--- src/rtl/pokey_key_matrix.sv ---
// Keyboard matrix responder for the POKEY scanner: answers K[5:0] scans on KR[2:1] from a
// host-loaded key bitmap and modifier flags, holding each event for a number of scan passes.
module pokey_key_matrix #(
  parameter int unsigned MIN_SCANS = 2,
  parameter int unsigned TIMEOUT   = 16'hFFFF
) (
  input  logic       clk,
  input  logic       reset,
  input  logic [5:0] K,
  output logic [2:1] KR,
  input  logic       ev_valid,
  output logic       ev_ready,
  input  logic [1:0] ev_type,
  input  logic [5:0] ev_code,
  input  logic       ev_make,
  input  logic       clr_all,
  output logic       key_any,
  output logic       busy
);

  typedef enum logic [0:0] {StIdle, StHold} state_e;

  localparam logic [3:0]  MinScans = 4'(MIN_SCANS);
  localparam logic [15:0] Timeout  = 16'(TIMEOUT);

  state_e      state;
  logic [63:0] bitmap;
  logic        shift_f;
  logic        ctrl_f;
  logic        brk_f;
  logic [5:0]  kq;
  logic [3:0]  pass_cnt;
  logic [15:0] to_cnt;

  logic        pass;
  logic        accept;
  logic        kr2_hit;
  logic        hold_done;
  logic [3:0]  pass_nxt;
  logic [15:0] to_nxt;

  // A pass is the scan address wrapping back to 3F after visiting other rows.
  assign pass      = (kq != 6'h3F) && (K == 6'h3F);
  assign ev_ready  = (state == StIdle) & ~reset & ~clr_all;
  assign accept    = ev_valid & ev_ready;
  assign busy      = (state == StHold);
  assign key_any   = |bitmap;
  assign pass_nxt  = pass ? pass_cnt + 4'd1 : pass_cnt;
  assign to_nxt    = (to_cnt == 16'hFFFF) ? to_cnt : to_cnt + 16'd1;
  assign hold_done = (pass_nxt == MinScans) || ((Timeout != 16'd0) && (to_nxt == Timeout));
  assign kr2_hit   = ((K == 6'h3F) & ctrl_f) | ((K == 6'h2F) & shift_f) | ((K == 6'h0F) & brk_f);

  always_ff @(posedge clk or posedge reset) begin
    if (reset) begin
      state    <= StIdle;
      bitmap   <= '0;
      shift_f  <= 1'b0;
      ctrl_f   <= 1'b0;
      brk_f    <= 1'b0;
      kq       <= 6'h3F;
      pass_cnt <= '0;
      to_cnt   <= '0;
      KR       <= 2'b11;
    end else begin
      kq    <= K;
      KR[1] <= ~bitmap[K];
      KR[2] <= ~kr2_hit;
      if (clr_all) begin
        state    <= StIdle;
        bitmap   <= '0;
        shift_f  <= 1'b0;
        ctrl_f   <= 1'b0;
        brk_f    <= 1'b0;
        pass_cnt <= '0;
        to_cnt   <= '0;
      end else if (accept) begin
        unique case (ev_type)
          2'd0: bitmap[ev_code] <= ev_make;
          2'd1: shift_f <= ev_make;
          2'd2: ctrl_f <= ev_make;
          2'd3: brk_f <= ev_make;
        endcase
        state    <= StHold;
        pass_cnt <= '0;
        to_cnt   <= '0;
      end else if (state == StHold) begin
        pass_cnt <= pass_nxt;
        to_cnt   <= to_nxt;
        if (hold_done) begin
          state <= StIdle;
        end
      end
    end
  end

endmodule
--- config.mk ---
export PLATFORM = sky130hd
export DESIGN_NAME = pokey_key_matrix
export DESIGN_NICKNAME = d
export VERILOG_FILES = /design/src/rtl/pokey_key_matrix.sv
export SDC_FILE = /design/constraint.sdc
export NUM_CORES = 1
export LEC_CHECK = 0
export BUFFER_PORTS_ARGS = -buffer_cell sky130_fd_sc_hd__buf_4
export CORE_MARGIN = 2
export CORE_UTILIZATION = 50
export DETAILED_ROUTE_END_ITERATION = 10
export PLACE_DENSITY = 0.64
export SYNTH_ARGS = -nofsm -noshare
export SYNTH_HDL_FRONTEND = slang
export SYNTH_SLANG_ARGS = --single-unit
export TNS_END_PERCENT = 20
--- constraint.sdc ---
create_clock -name clk -period 5.2 [get_ports clk]
set_input_delay 0 -clock clk [delete_from_list [all_inputs] [get_ports clk]]
set_output_delay 0 -clock clk [all_outputs]
set_load 0.03 [all_outputs]
## Word-level counts from Yosys, hierarchy flattened

Cells that the tools add are included.

| cells by class | value |
|---|---|
| add/subtract/negate cells | 2 |
| $lt $le $gt $ge | 3 |
| eq/ne operators | 10 |
| multiplexer cells | 29 |
| bitwise gates (word level) | 13 |
| reduce and logical (&&, ||, !) cells | 15 |

Operators with widths:

| operator | number |
|---|---|
| two-way mux 64 bit | 3 |
| bitwise mux 64 bit | 1 |
| two-way mux 16 bit | 4 |
| OR reduction 64 bit | 1 |
| equality test 16 bit, second input constant | 2 |
| adder 16 x 1 -> 16 bit, second input constant | 1 |
| two-way mux 4 bit | 4 |
| two-way mux 1 bit | 15 |
| < comparator 6 x 7 -> 1 bit, second input constant | 2 |
| equality test 6 bit, second input constant | 2 |
| nonzero test 2 bit | 5 |
| AND reduction 2 bit | 4 |
| AND 1 bit | 6 |
| binary-select mux 1 bit (select 6 bit) | 1 |
| demux 1 bit (select 6 bit) | 1 |
| equality test 6 x 4 -> 1 bit, second input constant | 1 |
| >= comparator 6 x 1 -> 1 bit, second input constant | 1 |
| != test 6 bit, second input constant | 1 |
| inverter 1 bit | 5 |
| adder 4 x 1 -> 4 bit, second input constant | 1 |
| equality test 2 bit, second input constant | 2 |
| equality test 4 x 2 -> 1 bit, second input constant | 1 |
| nonzero test 3 bit | 1 |
| equality test 2 x 1 -> 1 bit, second input constant | 1 |
| 4 further kinds | 6 |

| storage, ports and cells | value |
|---|---|
| flip-flop bits (word level) | 96 |
| input bits | 19 |
| output and inout bits | 5 |
| logic and storage cells | 81 |

## Longest topological paths before layout

Gate-level depths: netlist of the first run.

| logic depth | value |
|---|---|
| word-level depth | 9 |
| mapped depth | 8 |
| gate-level depth less buffers | 7 |

## Worst setup path after synthesis of the first run

Ideal clock, no wire load.

| timing | value |
|---|---|
| path kind | register -> register |
| start | register state, in the netlist busy |
| end | register bitmap[56] |
| library setup time | 0.132 ns |
| data arrival time | 1.984 ns |
| data required time | 5.068 ns |
| slack | 3.084 ns |
| cell stages (with the launch flop) | 8 |
| path buffers | 1 |
| period minus slack after synthesis | 2.116 ns |
| cells stage by stage | dfrtp_1 > nor4b_4 > nand4_2 > or2_1 > buf_2 > nor4_4 > mux2i_1 > nor2_1 |

| between the ends | value |
|---|---|
| cells in the longest elaborated chain, start to end | 6 |

RTL lines:

| item | line | source |
|---|---|---|
| start: declaration | 26 | `state_e state;` |
| start signal: assignment | 55 | `state <= StIdle;` |
| start signal: assignment | 69 | `state <= StIdle;` |
| start signal: assignment | 83 | `state <= StHold;` |
| inverter 1 bit | 44 | `assign ev_ready = (state == StIdle) & ~reset & ~clr_all;` |
| AND 1 bit (2 in a row) | 44 |  |
| AND 1 bit | 45 | `assign accept = ev_valid & ev_ready;` |
| nonzero test 2 bit (no source line) | - |  |
| AND reduction 2 bit (no source line) | - |  |
| end signal: indexed assignment | 78 | `2'd0: bitmap[ev_code] <= ev_make;` |
| end: declaration | 27 | `logic [63:0] bitmap;` |

Every way passes these cells.
A chain may end at the register's enable or synchronous reset.

## Worst setup path in the final report of the first run

| timing | value |
|---|---|
| start | register to_cnt[0] |
| end | register to_cnt[5] |

| between the ends | value |
|---|---|
| cells in the longest elaborated chain, start to end | 5 |

RTL lines:

| item | line | source |
|---|---|---|
| start: declaration | 33 | `logic [15:0] to_cnt;` |
| start signal: assignment | 88 | `to_cnt <= to_nxt;` |
| adder 16 x 1 -> 16 bit or equality test 16 bit (tied branches) | 49 | `assign to_nxt = (to_cnt == 16'hFFFF) ? to_cnt : to_cnt + 16'd1;` |
| two-way mux 16 bit * | 49 |  |
| two-way mux 16 bit * | 86 | `end else if (state == StHold) begin` |
| two-way mux 16 bit * | 76 | `end else if (accept) begin` |
| two-way mux 16 bit * | 68 | `if (clr_all) begin` |

Every way passes the cells marked *; elsewhere a longest branch is shown, timed or not. The select of a mux whose other input is x is not followed.

==> results of run 1 <==
-- critical path, cell delays in order (launching register included) --
cell and delay [ps]:
dfrtp_1 470, ha_1 370, nand3_1 290, nor4_1 690, nor2_1 200, nand3_1 140
xor2_1 140, o21ai_0 80
-- path summary, 6_finish.rpt --
check / startpoint / endpoint / slack (ps) / cells after the start
max in group asynchronous: reset / bitmap[62] / 3850 / 4
hold reg to reg: shift_f / shift_f / 540 / 2
min in group asynchronous: reset / pass_cnt[2] / 240 / 3
hold / removal: ev_type[0] / shift_f / 30 / 4
setup / recovery: to_cnt[0] / to_cnt[5] / 2680 / 7
setup reg to reg: to_cnt[0] / to_cnt[5] / 2680 / 7
-- through the flow --
| stage | cells | power [uW] | cell area (sq um) |
|---|---|---|---|
| after floorplan | 566 | 845.8 | 5618 |
| after global placement | 692 | 882.5 | 5813 |
| after detailed placement | 692 | 885.2 | 5813 |
| after CTS | 716 | 1393 | 6085 |
| after global routing | 716 | 1432 | 6085 |
| final | 716 | 1378 | 6085 |
-- state kept, by name (all words and copies together) (netlist names) --
signal    flops
ctrl_f        1
bitmap       64
pass_cnt      4
shift_f       1
KR            2
busy          1
to_cnt       16
kq            6
brk_f         1
-- area by class of cell --
class	count	area share, %
multi-input cells	417	48.90
flip-flops and latches	96	39.65
repair buffers	35	4.647
well taps	140	2.879
clock buffers	13	2.447
inverters	12	0.7814
clock inverters	3	0.6992
-- repair_timing --
item | CTS | global route
hold buffers | 8 | 0
endpoints found under the hold margin | 44 | 0
buffers inserted | 0 | 0
-- power groups by stage --
stage / Clock, uW / Sequential (uW) / Combinational [uW]
2_1_floorplan: 0 / 771 / 74.6
3_3_place_gp: 0 / 770 / 112
3_5_place_dp: 0 / 771 / 114
4_1_cts: 518 / 756 / 119
5_1_grt: 544 / 757 / 130
6_report: 503 / 756 / 118
-- cell usage in the layout (no fill, tap or decap), drive strengths merged, types with 5 or more instances in the layout --
| cell type | count |
|---|---|
| dfrtp | 88 |
| nor2 | 84 |
| nand2 | 83 |
| mux2i | 68 |
| buf | 27 |
| o21ai | 24 |
| nor4 | 20 |
| mux4 | 20 |
| a21oi | 15 |
| nand3 | 14 |
| clkbuf | 13 |
| inv | 12 |
| nand4 | 12 |
| dfstp | 8 |
| dlygate4sd3 | 8 |
| nor3 | 8 |
| nor3b | 6 |
| and4 | 5 |
-- logic make-up after synthesis --
family | Yosys count | synth area share (%)
AO/OA/AOI/OAI | 65 | 7.328
XOR/XNOR | 6 | 0.9354
adder cells (fa/ha/maj) | 2 | 0.4454
buffers and inverters | 53 | 4.187
flip-flops | 96 | 42.94
multiplexers | 91 | 21.74
AND/OR/NAND/NOR | 253 | 22.43
-- metal layers --
| metal | GRT usage [%] | up-vias | wire length (um) |
|---|---|---|---|
| li1 | - | 2040 | - |
| met1 | 32.77 | 2208 | 6102 |
| met2 | 41.28 | 108 | 6818 |
| met3 | 5.350 | 22 | 524 |
| met4 | 7.595 | 0 | 247 |
| met5 | 0 | - | 0 |
==> results.ini, run 1 <==
[run_status]
status = finished clean

[synth]
synth.area.top_cells = dfrtp_1, mux2i_1, mux4_1
avgSynthCellArea_sq_um = 9.926
synth.most_common_cell = dfrtp_1
synth_edf_count = 0
netlist_area_sq_um = 5618
ys.flop_type = dfrtp_1
synthTopCellsByCount = dfrtp_1, nor2_1, nand2_1, mux2i_1, clkbuf_1
ys_seq_elements = 96
synth_warnings = 0
synthArstFlopShare_pct = 100.0
synth-seq-area-share_pct = 42.94
yosys.area.top_type = dfrtp_1
synthesis.nets = 587
synth.top_cell.area_share_pct = 39.20
yosysUniqueCellTypes = 60
syn_inst = 566

[detailed_routing]
route.detailed.drc = 0
firstDrtPassIters = 4
via_per_inst = 6.115
via_count = 4378
routedWlPerCell_um = 19.12
ant_nets = 0
wl_mm = 13.69
drtIter0Drc = 330

[cells_and_area]
final_layout_size_suffix_gt1_share_pct = 12.33
num-fill-cells = 943
finish.utilization_pct = 55.88
syn2layout_area_growth_pct = 8.307
diodes = 0
finalNetCount = 592
regArea_sq_um = 2412
multiInputGateArea_sq_um = 2975

[worst_setup_path]
cp-end-kind = register
required_ps = 5450
arrival_ps = 2780
crit_type = register to register
startpoint_type = register
crit_fanout = 9

[hold_path]
worstHoldPathType = input port to register

[global_route]
grt_start_max_net_pins = 74
globalRouteOverflowTotal = 0
antenna_found_initial = 0
globalRouteTotalUtil_pct = 24.88
grt_pass1_wl_mm = 22.74
grt_pass1_vias = 4320

[power]
p_sw_share_pct = 25.69
p_switching_uw = 353.9
clkPwrFrac_pct = 36.5
power_leakage_uw = 0.002952
p_int_uw = 1024
irDropWorstVdd_v = 0.0001818
combinationalPowerShare_pct = 8.6
p_seq_share_pct = 54.9
powerDensity_nw_per_um2 = 226.4

[placed_design]
dpl.hpwl_mm = 8.965
gp_congestion = 0.8481
portBuffers = 23
place_ws_ps = 2746

[clock_network]
clockBufferDepth = 2
insertion_delay_ps = 390
htree_levels = 3
numCtsBuffers = 9
ctsResizeCount = 0
clock_sinks = 96
tritoncts = built
path_clk_slew_ps = 90
cts_root_buf = clkbuf_8

[die]
die_w_um = 110
die_h_um = 110
die-area_sq_um = 12100
io_pins = 24
start_util_pct = 51.60
num_rows = 38
core_region_area_sq_um = 10890

[sta]
setup_viol = 0
fin_worst_skew_ps = 9.165
setup_tns_ps = 0
slew_violations = 0
period_needed_ps = 2524
worst_pin_slew_ps = 1178
report.final.hold_viol_count = 0
period_share_pct = 48.53
rsz0062_at_grt = no
slew_headroom_pct = 20.87
layout_setup_ws_ps = 2676
fmax_mhz = 396.3
hold_slack_ps = 29.88

[flow_run]
cap_violations = 0

Note: power is estimated with default switching activity, not from simulation.
==> run 2: changes to the inputs <==
--- a/config.mk
+++ b/config.mk
@@ -5,6 +5,7 @@
 export SDC_FILE = /design/constraint.sdc
 export NUM_CORES = 1
 export LEC_CHECK = 0
+export ABC_AREA = 1
 export BUFFER_PORTS_ARGS = -buffer_cell sky130_fd_sc_hd__buf_4
 export CORE_MARGIN = 2
 export CORE_UTILIZATION = 50
==> constraint.sdc (replaced) <==
create_clock -name clk -period 2.5 [get_ports clk]
set_input_delay 0 -clock clk [delete_from_list [all_inputs] [get_ports clk]]
set_output_delay 0 -clock clk [all_outputs]
set_load 0.03 [all_outputs]
==> run 2 against run 1 <==
Effect of this change:
- global-route usage increased by 3.0 points
- critical endpoint is now KR[1]
- sequential share of layout area shrank 0.75 points
- hold slack improved by 0.77 ps
- worst setup slack lost 2300 ps
- total power is 120% higher
- die area down 0.94%
==> results.ini, run 2 <==
[worst_setup_path]
worst_path_max_delay_cell = dlygate4sd3_1
startpoint_type = input port
required_ps = 2830  ; -2620 ps
path_cells = dlygate4sd3_1 -> buf_4 -> inv_1 -> nand2_1 -> o21ai_0 -> o21ai_0 -> a21boi_0 -> o211ai_1 -> nand3_1 -> nand3_1
arrival_ps = 2490  ; -290 ps
crit_fanout = 44  ; +35
r2r-start = busy
worstReg2RegEnd = bitmap[49]
cp-end-kind = register
reg2reg_slack_ps = 360  ; -2320 ps
slowest_delay_ps = 520  ; -170 ps
worst_r2r_path_depth = 9  ; +2
crit_type = input port to register

[detailed_routing]
via_count = 5320  ; +22%
drt-met1-wl_mm = 6.893  ; +13%
top_layer_used = met4
via_per_inst = 5.758  ; -5.8%
dr_wl_met2_mm = 7.312  ; +7.2%
routedWlPerCell_um = 17.08  ; -11%
ant_nets = 0  ; unchanged
firstDrtPassIters = 7  ; +3
drtIter0Drc = 462  ; +40%
wl_mm = 15.78  ; +15%
route.detailed.drc = 0  ; unchanged
wl_met3_um = 993  ; +90%

[flow_run]
cap_violations = 0  ; unchanged

[clock_network]
path_clk_slew_ps = 100  ; about the same
insertion_delay_ps = 380  ; about the same
numCtsBuffers = 9  ; unchanged
cts_root_buf = clkbuf_8
clock_sinks = 96  ; unchanged
htree_levels = 3  ; unchanged
clockBufferDepth = 2  ; unchanged
ctsResizeCount = 0  ; unchanged
tritoncts = built

[global_route]
globalRouteTotalUtil_pct = 27.83  ; +3.0 points
grt_pass1_wl_mm = 25.49  ; +12%
antenna_found_initial = 0  ; unchanged
grt_pass1_vias = 5060  ; +17%
grt_start_max_net_pins = 52  ; -30%
globalRouteOverflowTotal = 0  ; unchanged

[synth]
synthTopCellsByCount = a21oi_1, nand2_1, nor2_1, dfrtp_1, inv_1
avgSynthCellArea_sq_um = 7.349  ; -26%
synth.area.top_cells = dfrtp_1, a21oi_1, nand2_1
synth_warnings = 0  ; unchanged
ys.flop_type = dfrtp_1
synth.top_cell.area_share_pct = 39.59  ; +0.39 points
syn_inst = 757  ; +34%
yosys.area.top_type = dfrtp_1
synth.most_common_cell = a21oi_1
yosysUniqueCellTypes = 39  ; -35%
synthArstFlopShare_pct = 100.0  ; unchanged
ys_seq_elements = 96  ; unchanged
synthesis.nets = 778  ; +33%
synth-seq-area-share_pct = 43.36  ; +0.42 points
netlist_area_sq_um = 5563  ; -0.98%
synth_edf_count = 0  ; unchanged

[cells_and_area]
finalNetCount = 800  ; +35%
stdcell_count = 924  ; +29%
top_regs = bitmap x64, to_cnt x16, kq x6
largest_reg_flops = 64  ; unchanged
multiInputGateArea_sq_um = 2695  ; -9.4%
regArea_sq_um = 2412  ; unchanged
num-fill-cells = 1018  ; +8.0%
final_cell_mix = a21oi_1, nand2_1, nor2_1, dfrtp_1, inv_1
diodes = 0  ; unchanged
syn2layout_area_growth_pct = 11.49
top_register = bitmap
final_common_cell = a21oi_1
final_layout_size_suffix_gt1_share_pct = 10.71  ; -1.6 points

[die]
core_region_area_sq_um = 10840  ; -0.44%
die_w_um = 109.5  ; -0.47%
die-area_sq_um = 11990  ; -0.94%
die_h_um = 109.5  ; -0.47%
io_pins = 24  ; unchanged
num_rows = 38  ; unchanged
start_util_pct = 51.32  ; -0.28 points

[placed_design]
gp_congestion = 0.8590  ; +1.3%
portBuffers = 23  ; unchanged
dp_cells = 899  ; +30%
dpl.hpwl_mm = 10.53  ; +17%

[power]
power_leakage_uw = 0.002798  ; -5.2%
powerDensity_nw_per_um2 = 493.6  ; +120%
irDropWorstVdd_v = 0.0002961  ; +63%
finalPower_uw = 3061  ; +120%

[sta]
period_needed_ps = 2163
setup_viol = 0  ; unchanged
fmax_mhz = 462.3
rsz0062_at_grt = no
period_share_pct = 86.52
fin_worst_skew_ps = 9.756  ; +0.5918 ps
report.final.hold_viol_count = 0  ; unchanged
slew_headroom_pct = 45.42  ; +25 points
slew_violations = 0  ; unchanged
worst_pin_slew_ps = 817.9  ; -360.0 ps
setup_tns_ps = 0  ; unchanged

[hold_path]
worstHoldPathType = input port to register
holdPathEnd = shift_f
hp-start = ev_type[0]
min_path_cells = 4  ; unchanged

[run_status]
status = finished clean

[run 2: cell count changes in the layout (fill, tap and decap cells not counted), sizes merged, moves of 5 or more]
cell | before | now
a21oi | 15 | 135
inv | 12 | 84
mux2i | 68 | 1
nand3 | 14 | 47
a31oi | 2 | 31
nand2 | 83 | 111
nor2 | 84 | 111
mux4 | 20 | 0
o21ai | 24 | 44
buf | 27 | 36
nor3b | 6 | 0
and4 | 5 | 0
o22ai | 3 | 8
[run 2: layout make-up]
cell class | count | share of cell area [%]
clock buffers | 11 | 2.118
clock inverters | 5 | 1.311
inverters | 85 | 5.185
multi-input cells | 542 | 43.45
flip-flops and latches | 96 | 38.89
well taps | 140 | 2.824
repair buffers | 45 | 6.213
[run 2: stage by stage]
step                setup slack [ps]  hold WS (ps)  util [%]  cell area (sq um)
floorplan                      7.869         4.478         -               5563
global placement               501.7         129.4     54.42               5899
detailed placement             410.7         132.8     54.42               5899
CTS                            407.5         19.79     57.21               6202
global route                   119.2         53.91     57.21               6202
finish                         336.9         30.65     57.21               6202
[run 2: kinds of logic after synthesis]
logic type	after synthesis	share of synthesized area, %
AO/OA/AOI/OAI	228	21.91
XOR/XNOR	5	0.7872
adder cells (fa/ha/maj)	2	0.4498
buffers and inverters	119	8.232
flip-flops	96	43.36
multiplexers	1	0.1799
AND/OR/NAND/NOR	306	25.08
[run 2: critical path, delay by kind of cell]
kind | cells | cell delay, ps
buffers and inverters | 3 | 1410
AOI/OAI and AO/OA | 4 | 710
and+or+nand+nor | 3 | 360
[run 2: per-layer routing]
metal / up-vias / global-route usage (%)
met5: - / 0
met1: 2459 / 36.63
met4: 0 / 13.65
met3: 45 / 4.624
met2: 203 / 44.53
li1: 2613 / -
[run 2: how the worst max path moves through the flow]
stage	start	endpoint	cells past startpoint
CTS	busy	bitmap[49]	9
detailed placement	busy	bitmap[53]	9
global placement	busy	bitmap[53]	9
global route	busy	bitmap[49]	9
floorplan	reset	bitmap[0]	1
finish	K[0]	KR[1]	10
[run 2: where the power goes]
part,switching (uW),internal (uW)
Combinational,251,96.1
Clock,568,565
Sequential,9.34,1570
Total,828,2230
[run 2: what timing repair did]
item | 4_1_cts | 5_1_grt
hold buffers | 9 | 0
setup endpoints to repair | 0 | 0
setup buffers | 0 | 0
endpoints found under the hold margin | 52 | 0
==> run 3: changes to the inputs <==
--- a/config.mk
+++ b/config.mk
@@ -5,7 +5,6 @@
 export SDC_FILE = /design/constraint.sdc
 export NUM_CORES = 1
 export LEC_CHECK = 0
-export ABC_AREA = 1
 export BUFFER_PORTS_ARGS = -buffer_cell sky130_fd_sc_hd__buf_4
 export CORE_MARGIN = 2
 export CORE_UTILIZATION = 50
==> run 3 against run 2 <==
Effect of this change:
- critical endpoint is now busy
- final cell count is 21% lower
- critical path depth is 3 lower
- non-clock buffer count rose by 1
- largest cell class unchanged
==> results.ini, run 3 (same netlist as run 1, synthesis figures left out) <==
[run_status]
status = finished clean

[cells_and_area]
largest_reg_flops = 64  ; unchanged
finalNetCount = 603  ; -25%
top_register = bitmap
regArea_sq_um = 2412  ; unchanged
top_regs = bitmap x64, to_cnt x16, kq x6
syn2layout_area_growth_pct = 10.58
final_area_sq_um = 6212  ; +0.16%
final_cell_mix = dfrtp_1, nand2_1, nor2_1, mux2i_1, buf_4
final_common_cell = dfrtp_1
num-fill-cells = 943  ; -7.4%
diodes = 0  ; unchanged
final_layout_size_suffix_gt1_share_pct = 14.65  ; +3.9 points
multiInputGateArea_sq_um = 2975  ; +10%

[worst_setup_path]
crit_type = register to register
worstReg2RegEnd = busy
slowest_delay_ps = 480  ; -40 ps
path_cells = ha_2 -> nand3_1 -> nor2_2 -> nand2_1 -> a2111oi_0 -> o2111ai_1 -> o22a_1
cp-end-kind = register
required_ps = 2800  ; -30 ps
worst-path-stages = 7  ; -3
arrival_ps = 2590  ; +100 ps
worst_r2r_path_depth = 7  ; -2
worst_path_max_delay_cell = dfrtp_1
critPathCapture = busy
crit_fanout = 9  ; -80%
reg2reg_slack_ps = 200  ; -160 ps
startpoint_type = register
cp_top_family = compound AO/OA/AOI/OAI gates
crit_start = to_cnt[0]
r2r-start = to_cnt[0]
crit_buf_inv = 0  ; -3

[clock_network]
cts_root_buf = clkbuf_8
postCtsSetupRepairBufs = 0  ; unchanged
htree_levels = 3  ; unchanged
numCtsBuffers = 9  ; unchanged
clock_sinks = 96  ; unchanged
insertion_delay_ps = 390  ; about the same
clockBufferDepth = 2  ; unchanged
path_clk_slew_ps = 110  ; about the same
tritoncts = built

[die]
io_pins = 24  ; unchanged
die_w_um = 110  ; +0.47%
die-area_sq_um = 12100  ; +0.95%
core_region_area_sq_um = 10890  ; +0.44%
die_h_um = 110  ; +0.47%
num_rows = 38  ; unchanged
start_util_pct = 51.60  ; +0.28 points

[power]
finalPower_uw = 3026  ; -1.2%
irDropWorstVdd_v = 0.0002804  ; -5.3%
power_leakage_uw = 0.003028  ; +8.2%
powerDensity_nw_per_um2 = 487.1  ; -1.3%

[placed_design]
gp_congestion = 0.8908  ; +3.7%
portBuffers = 23  ; unchanged
place_ws_ps = 146.6  ; -264.1 ps
placed_area_sq_um = 5903  ; about the same
dpl.hpwl_mm = 9.239  ; -12%

[global_route]
grt_pass1_vias = 4159  ; -18%
antenna_found_initial = 0  ; unchanged
globalRouteTotalUtil_pct = 25.28  ; -2.6 points
grt_pass1_wl_mm = 22.62  ; -11%
grt_start_max_net_pins = 73  ; +40%
globalRouteOverflowTotal = 0  ; unchanged

[flow_run]
cap_violations = 0  ; unchanged

[sta]
period_needed_ps = 2299  ; +136.1 ps
slew_violations = 0  ; unchanged
period_share_pct = 91.97  ; +5.4 points
rsz0062_at_grt = no
layout_setup_ws_ps = 200.8  ; -136.1 ps
fmax_mhz = 434.9  ; -5.9%
report.final.hold_viol_count = 0  ; unchanged
fin_worst_skew_ps = 14.08  ; +4.320 ps
setup_tns_ps = 0  ; unchanged
worst_pin_slew_ps = 781.6  ; -36.28 ps
setup_viol = 0  ; unchanged
slew_headroom_pct = 47.89  ; +2.5 points

[detailed_routing]
routedWlPerCell_um = 19.45  ; +14%
route.detailed.drc = 0  ; unchanged
firstDrtPassIters = 6  ; -1
via_count = 4379  ; -18%
via_per_inst = 6.023  ; +4.6%
drtIter0Drc = 327  ; -29%
wl_mm = 14.14  ; -10%
ant_nets = 0  ; unchanged

[hold_path]
worstHoldPathType = input port to register

==> run 3: cell types whose count changed in the layout (fill, tap and decap cells not counted), moves of 5 or more <==
cell,previous run,this run
a21oi_1,135,15
a31oi_1,31,2
inv_1,80,11
mux2i_1,1,68
mux4_1,0,14
mux4_2,0,6
nand2_1,106,83
nand3_1,47,14
nor2_1,100,83
nor2_2,7,1
o21ai_0,44,24
o22ai_1,8,3
==> run 3: worst min-delay path by stage <==
stage	from	endpoint	slack, ps	cells past startpoint
after detailed placement	reset	pass_cnt[0]	150	2
after global placement	reset	to_cnt[12]	150	2
final	ev_type[0]	shift_f	20	4
after global routing	ev_type[0]	brk_f	50	4
after CTS	ev_type[0]	shift_f	20	4
after floorplan	K[0]	kq[0]	4	0
==> run 3: through the flow <==
step           std cells  hold WS [ps]  util [%]
2_1_floorplan        566         4.478         -
3_3_place_gp         703         146.4     54.22
3_5_place_dp         703         152.7     54.22
4_1_cts              727         19.06     57.01
5_1_grt              727         49.27     57.06
6_report             727         23.10     57.06
==> run 3: final cells by class <==
type	count	area share, %
Multi-Input combinational cell	417	47.90
Sequential cell	96	38.83
Timing Repair Buffer	46	6.083
Tap cell	140	2.820
Clock buffer	9	1.994
Clock inverter	7	1.611
Inverter	12	0.7654
==> run 3: repair_timing <==
action                                  CTS  global route
endpoints found under the setup margin    0             1
hold buffers                              8             0
gates resized for setup                   0             2
hold endpoints to repair                 47             0
==> run 3: routing by layer <==
layer  share of wire [%]  GRT usage [%]  wire length (um)
met5                   0              0                 0
met4                 2.5          11.12               349
met3                 4.5          3.233               638
met2                  48          40.23              6812
met1                  45          34.80              6341
==> run 3: worst min-delay path, cell delays in order <==
cell,delay [ps]
buf_4,130
nand3_1,100
mux2i_1,70
nor2_1,80
==> run 3: report_power, final <==
part | internal [uW] | switching (uW) | leakage [uW]
sequential | 1560 | 8.50 | 0.00131
clock | 575 | 623 | 0.000115
combinational | 82.6 | 173 | 0.00160
